`src/rtl/pico_load_ctrl.sv`:
```
// pico_load_ctrl
// Arbitrates a single-port program BRAM between a JTAG program loader and
// a small soft processor, and sequences the processor reset around loads.
//
// States:
//   HOLD | processor held in reset, counting HOLD_CYCLES before release
//   RUN  | processor running, owns the BRAM for instruction fetch
//   LOAD | loader session active, loader owns the BRAM
//
// Ports:
//   clk, rst_n                 system clock, async active-low reset
//   jtag_en/we/addr/din/rst    loader access and processor-reset request
//   jtag_dout                  loader readback (BRAM read data)
//   cpu_address/bram_enable    processor fetch port
//   cpu_instruction            fetched instruction (BRAM read data)
//   cpu_reset                  active-high processor reset
//   bram_en/we/addr/din/dout   BRAM port (1-cycle read latency)
//   load_done                  one-cycle pulse when a load session ends
//   word_count, checksum       write count / sum of the current or last session
module pico_load_ctrl #(
  parameter int ADDR_WIDTH  = 10,
  parameter int HOLD_CYCLES = 16
) (
  input  logic                  clk,
  input  logic                  rst_n,
  input  logic                  jtag_en,
  input  logic                  jtag_we,
  input  logic [ADDR_WIDTH-1:0] jtag_addr,
  input  logic [17:0]           jtag_din,
  input  logic                  jtag_rst,
  output logic [17:0]           jtag_dout,
  input  logic [ADDR_WIDTH-1:0] cpu_address,
  input  logic                  cpu_bram_enable,
  output logic [17:0]           cpu_instruction,
  output logic                  cpu_reset,
  output logic                  bram_en,
  output logic                  bram_we,
  output logic [ADDR_WIDTH-1:0] bram_addr,
  output logic [17:0]           bram_din,
  input  logic [17:0]           bram_dout,
  output logic                  load_done,
  output logic [ADDR_WIDTH:0]   word_count,
  output logic [17:0]           checksum
);

  typedef enum logic [1:0] {
    ST_HOLD = 2'd0,
    ST_RUN  = 2'd1,
    ST_LOAD = 2'd2
  } state_t;

  localparam logic [7:0]          HOLD_LAST = 8'(HOLD_CYCLES - 1);
  localparam logic [ADDR_WIDTH:0] WC_MAX    = {1'b1, {ADDR_WIDTH{1'b0}}};
  localparam logic [ADDR_WIDTH:0] WC_ONE    = (ADDR_WIDTH+1)'(1);

  state_t                state_q, state_d;
  logic [7:0]            hold_cnt_q, hold_cnt_d;
  logic                  load_done_q, load_done_d;
  logic [ADDR_WIDTH:0]   word_count_q, word_count_d;
  logic [17:0]           checksum_q, checksum_d;

  logic req;
  logic wr;
  logic loader_owns;

  assign req = jtag_en | jtag_rst;
  assign wr  = jtag_en & jtag_we;
  // Ownership follows the raw request so the loader's first access, made on
  // the same cycle the request appears, is not lost to the processor.
  assign loader_owns = (state_q == ST_LOAD) | req;

  always_ff @(posedge clk or negedge rst_n) begin
    if (!rst_n) begin
      state_q      <= ST_HOLD;
      hold_cnt_q   <= '0;
      load_done_q  <= 1'b0;
      word_count_q <= '0;
      checksum_q   <= '0;
    end else begin
      state_q      <= state_d;
      hold_cnt_q   <= hold_cnt_d;
      load_done_q  <= load_done_d;
      word_count_q <= word_count_d;
      checksum_q   <= checksum_d;
    end
  end

  always_comb begin
    state_d     = state_q;
    hold_cnt_d  = hold_cnt_q;
    load_done_d = 1'b0;
    case (state_q)
      ST_HOLD: begin
        if (req) begin
          state_d    = ST_LOAD;
          hold_cnt_d = '0;
        end else if (hold_cnt_q == HOLD_LAST) begin
          state_d    = ST_RUN;
          hold_cnt_d = '0;
        end else begin
          hold_cnt_d = hold_cnt_q + 8'd1;
        end
      end
      ST_RUN: begin
        if (req) state_d = ST_LOAD;
      end
      ST_LOAD: begin
        if (!req) begin
          state_d     = ST_HOLD;
          hold_cnt_d  = '0;
          // Registered, so the pulse lines up with the first HOLD cycle.
          load_done_d = 1'b1;
        end
      end
      default: begin
        state_d    = ST_HOLD;
        hold_cnt_d = '0;
      end
    endcase
  end

  always_comb begin
    word_count_d = word_count_q;
    checksum_d   = checksum_q;
    if (state_q != ST_LOAD && req) begin
      // Session entry restarts the statistics, counting an entry-cycle write.
      word_count_d = wr ? WC_ONE : '0;
      checksum_d   = wr ? jtag_din : '0;
    end else if (state_q == ST_LOAD && wr) begin
      if (word_count_q != WC_MAX) word_count_d = word_count_q + WC_ONE;
      checksum_d = checksum_q + jtag_din;
    end
  end

  always_comb begin
    bram_en   = 1'b0;
    bram_we   = 1'b0;
    bram_addr = cpu_address;
    bram_din  = '0;
    if (loader_owns) begin
      bram_en   = jtag_en;
      bram_we   = wr;
      bram_addr = jtag_addr;
      bram_din  = jtag_din;
    end else if (state_q == ST_RUN) begin
      bram_en   = cpu_bram_enable;
      bram_addr = cpu_address;
    end
  end

  assign jtag_dout       = bram_dout;
  assign cpu_instruction = bram_dout;
  assign cpu_reset       = !((state_q == ST_RUN) && !req);
  assign load_done       = load_done_q;
  assign word_count      = word_count_q;
  assign checksum        = checksum_q;

endmodule
```
`config.mk`:
```
export PLATFORM = sky130hd
export DESIGN_NAME = pico_load_ctrl
export DESIGN_NICKNAME = d
export VERILOG_FILES = /design/src/rtl/pico_load_ctrl.sv
export SDC_FILE = /design/constraint.sdc
export NUM_CORES = 1
export LEC_CHECK = 0
export ABC_AREA = 0
export CAP_MARGIN = 0
export CORE_ASPECT_RATIO = 1.1
export CORE_MARGIN = 2
export CORE_UTILIZATION = 40
export DETAILED_ROUTE_END_ITERATION = 8
export GPL_ROUTABILITY_DRIVEN = 0
export GPL_TIMING_DRIVEN = 0
export MAX_ROUTING_LAYER = met4
export PLACE_DENSITY = 0.78
export SYNTH_ARGS = -nofsm -noshare
export SYNTH_HDL_FRONTEND = slang
export SYNTH_SLANG_ARGS = --single-unit
```
`constraint.sdc`:
```
create_clock -name clk -period 6.05 [get_ports clk]
set_clock_uncertainty 0.2 [all_clocks]
set_input_delay 1.5125 -clock clk [delete_from_list [all_inputs] [get_ports clk]]
set_output_delay 1.5125 -clock clk [all_outputs]
set_load 0.02 [all_outputs]
```
**After elaboration in Yosys (flattened, before gate mapping)**

Cells that the tools add are included.

- Muxes and demuxes: 23
- Reductions and logical operators: 11
- Bitwise gates (word level): 4
- Eq/ne operators: 8
- $add $sub $neg: 3

Operator list:

| operator | count |
|---|---|
| 18-bit 2-to-1 mux | 4 |
| 11-bit 2-to-1 mux | 3 |
| 8-bit 2-to-1 mux | 3 |
| 8-bit one-hot mux with 3 select lines | 1 |
| 18-bit adder | 1 |
| 11-bit by 1-bit adder with 11-bit output, second input constant | 1 |
| 11-bit inequality test, second input constant | 1 |
| 10-bit 2-to-1 mux | 1 |
| 8-bit by 1-bit adder with 8-bit output, second input constant | 1 |
| 8-bit by 4-bit == test with 1-bit output, second input constant | 1 |
| 2-bit 2-to-1 mux | 4 |
| 1-bit 2-to-1 mux | 6 |
| 2-bit inequality test, second input constant | 3 |
| 2-bit one-hot mux with 3 select lines | 1 |
| 2-bit AND reduction | 2 |
| 2-bit nonzero test | 2 |
| 1-bit logical AND | 3 |
| 3-bit inequality test, second input constant | 1 |
| 3-bit AND reduction | 1 |
| 2-bit by 1-bit == test with 1-bit output, second input constant | 1 |
| 2-bit == test, second input constant | 1 |
| 1-bit logical NOT | 2 |
| 2-bit logical NOT | 1 |
| 1-bit bitwise OR | 2 |
| other kinds (2) | 2 |

- Bits in registers: 40
- Output and inout bits: 97

**Depth between registers and ports, before layout**

- Depth after elaboration: 4
- Gate-level depth with buffers: 9

**Least setup slack after synthesis**

OpenSTA, ideal clock, no wires.

- Path kind: input -> output
- Start point: in jtag_en
- End point: out bram_addr[7]
- Path buffers: 1
- Data arrival time: 2.690 ns
- Stages: 4
- Required time: 4.337 ns
- Path slack: 1.647 ns
- Cell sequence: nor2_1 > nand2_1 > clkbuf_1 > mux2_2

- Longest elaborated chain between the ends: 3

RTL lines:

| item | RTL line | RTL |
|---|---|---|
| start: declaration | 26 | `input logic jtag_en,` |
| 1-bit bitwise OR | 66 | `assign req = jtag_en \| jtag_rst;` |
| 1-bit bitwise OR | 70 | `assign loader_owns = (state_q == ST_LOAD) \| req;` |
| 10-bit 2-to-1 mux | 140 | `if (loader_owns) begin` |
| end: declaration | 38 | `output logic [ADDR_WIDTH-1:0] bram_addr,` |

No other way between the ends.

**Worst setup path in the final report**

- Start point: in jtag_en
- End point: out bram_addr[8]

The elaborated chain is that of the path after synthesis.

==> flow_summary.yaml <==
min_path:
  holdPathStages: 1
  hp-class: "reg -> reg"
floorplanning:
  core_area_um2: 8280
  io_pins: 159
  start_util_pct: 40.5
  core.rowCount: 35
  die_area_um2: 9120
  fp.dieH_um: 100
  die_x_um: 91.3
logic_synthesis:
  syn_nets: 480
  synth_warnings: 0
  async_flop_share_pct: 100
  yosysSeqAreaShare_pct: 29.9
  avgSynthCellArea_um2: 8.44
  synth_cell_types: 53
  yosys.area.top_type: "dfrtp_1"
  synthTopCellsByArea: "dfrtp_1 (30%), buf_4 (8.1%), ha_1 (7.5%)"
  synth_enable_flop_cells: 0
  synth_top_area_share_pct: 29.9
  netlist_area_um2: 3350
  synth_seq_cells: 40
  synthCells: 397
  synthFlopType: "dfrtp_1"
critical_path:
  path_cells: "clkdlybuf4s50_1, nor2_1, nand2_1, clkbuf_1, mux2_2, clkdlybuf4s50_1"
  endpoint: "bram_addr[8]"
  rr_endpoint: "checksum[16]"
  worst_path_max_delay_cell: "clkdlybuf4s50_1"
  path_common_cell: "clkdlybuf4s50_1"
  r2r_start: "checksum[0]"
  critPathLaunch: "jtag_en"
  rrSetupSlack_ns: 3.45
  worstSetupPathDepth: 6
  start_kind: "input port"
  crit_family: "buffers and inverters"
  crit_required_ns: 4.34
  arrival_ns: 4.01
  worst_r2r_path_depth: 9
  cp-end-kind: "primary output"
  max_stage_delay_ns: 0.59
  cp.buffers_inverters: 3
  cp_max_fo: 10
  critical_path_class: "in -> out"
global_routing:
  gr-total-overflow: 0
  antenna_found_initial: 0
  grt_pass1_vias: 3235
  grt_max_degree: 30
  track_usage_pct: 20.8
  grt_pass1_wl_mm: 15.2
run:
  max_cap_violations: 0
layout:
  final_cell_mix: "clkdlybuf4s50_1 (139), dfrtp_1 (40), buf_4 (36), nor2_1 (33), a21oi_1 (32)"
  seqCellArea_um2: 1000
  area_growth_pct: 49.6
  num-nets-final: 628
  fill_cells: 736
  post-route-cell-area_um2: 5010
  drive_above_1_share_pct: 13.4
  multi_input_area_um2: 1970
  antenna_cells: 0
  layout_commonest_cell: "clkdlybuf4s50_1"
cts:
  post_cts_resized: 0
  htree_levels: 2
  cts.path.max_buffers: 2
  post-cts-setup-buffers: 0
  clkSinkCount: 40
  clkLatencyLatePin_ns: 0.31
  root_buffer: "clkbuf_8"
  clk_pin_slew_ns: 0.08
  numCtsBuffers: 5
  cts_tree: "done"
  cts_hold_buf: 0
sta:
  final_max_slew_viol_count: 0
  fin_setup_tns_ns: 0
  rsz0062_at_grt: "false"
  setup_viol: 0
  hold_violations: 0
  slew_headroom_pct: 46.2
  post-route-min-period_ns: 5.72
  worst_pin_slew_ns: 0.804
  timing.fmax_ghz: 0.175
  fin_crit_sh_pct: 94.6
routing:
  dr.first_iter.drc_count: 109
  via_per_inst: 5.21
  routedWlPerCell_um: 14.4
  ant_nets: 0
  dr.pass1.iters: 4
  drc_errors: 0
  via_count: 3420
  wirelength_mm: 9.47
pwr:
  leakagePower_nw: 2.19
  ir_drop_mv: 0.214
  power_density_nw_per_um2: 267
placed_design:
  place_hpwl_mm: 7.45
  place_area_um2: 4900
  portBuffers: 140
outcome:
  status: "complete, no violations"
-- sequential cells by signal, summed over array words and instances (netlist names) --
register,count
state_q,2
checksum,18
hold_cnt_q,8
load_done,1
word_count,11
-- worst reg2reg max path, cell delays in order (launching register included) --
cell and delay (ns):
dfrtp_1 0.41, ha_1 0.24, fa_1 0.42, a21oi_1 0.25, nor2_2 0.08, o21ai_2 0.29, o311a_1 0.24, o31ai_2 0.08
xnor2_1 0.15, a211oi_2 0.17
-- final cells by class --
type | count | area share, %
multi-input combinational | 296 | 39.3
timing repair buffer | 141 | 28.3
sequential | 40 | 20.0
buffer | 54 | 6.99
tap | 111 | 2.77
clock buffer | 6 | 1.45
clock inverter | 2 | 0.699
inverter | 7 | 0.524
-- worst min path at each step --
| stage | slack [ns] | start | endpoint |
|---|---|---|---|
| floorplan | 0.26 | hold_cnt_q[3] | hold_cnt_q[3] |
| global placement | 0.28 | hold_cnt_q[3] | hold_cnt_q[3] |
| detailed placement | 0.30 | hold_cnt_q[3] | hold_cnt_q[3] |
| CTS | 0.31 | hold_cnt_q[3] | hold_cnt_q[3] |
| global route | 0.35 | hold_cnt_q[3] | hold_cnt_q[3] |
| finish | 0.31 | hold_cnt_q[3] | hold_cnt_q[3] |
-- kinds of logic (layout without fill, tap and decap cells) --
group	count (synthesis)	in the layout	synth area share [%]
fa+ha+maj	21	21	8.07
compound gates	112	112	21.7
simple gates	129	129	19.4
buf+inv	61	210	11.2
mux	12	12	3.96
xor+xnor	22	22	5.75
flops	40	40	29.9
-- stage by stage --
step / util (%) / instances / setup slack (ns) / power (W) / hold WS [ns]
final: 60.6 / 657 / 0.327 / 0.00134 / 0.315
after floorplan: - / 397 / 1.65 / 0.000843 / 0.257
after global routing: 60.6 / 657 / 0.127 / 0.00142 / 0.346
after detailed placement: 59.3 / 649 / 0.305 / 0.00111 / 0.298
after CTS: 60.6 / 657 / 0.300 / 0.00134 / 0.311
after global placement: 59.1 / 648 / 0.314 / 0.00109 / 0.278
-- synth_stat cells (all sizes together), types with 3 or more instances --
library cell	number
nand3	13
nor2	35
nor3	4
nand2	28
dfrtp	40
mux2	10
ha	20
a21oi	32
or3	5
a22oi	7
a21o	10
nor4	4
o21bai	3
o21ai	34
nand4	6
inv	7
nor4b	3
buf	41
a211oi	3
and2	20
and3	3
nand2b	3
xor2	17
clkbuf	13
a31oi	8
nor2b	4
xnor2	5
-- layer usage --
layer | global-route usage (%) | wire, um
met1 | 25.6 | 4200
met2 | 36.5 | 4750
met3 | 3.53 | 442
met4 | 4.20 | 79
met5 | - | 0
-- report_power, final --
group / internal [W] / total, W / switching, W
registers: 0.000314 / 0.000361 / 0.0000465
clock network: 0.000123 / 0.000225 / 0.000103
logic: 0.000354 / 0.000752 / 0.000398
total: 0.000791 / 0.00134 / 0.000547
Note: power is estimated with default switching activity, not from simulation.
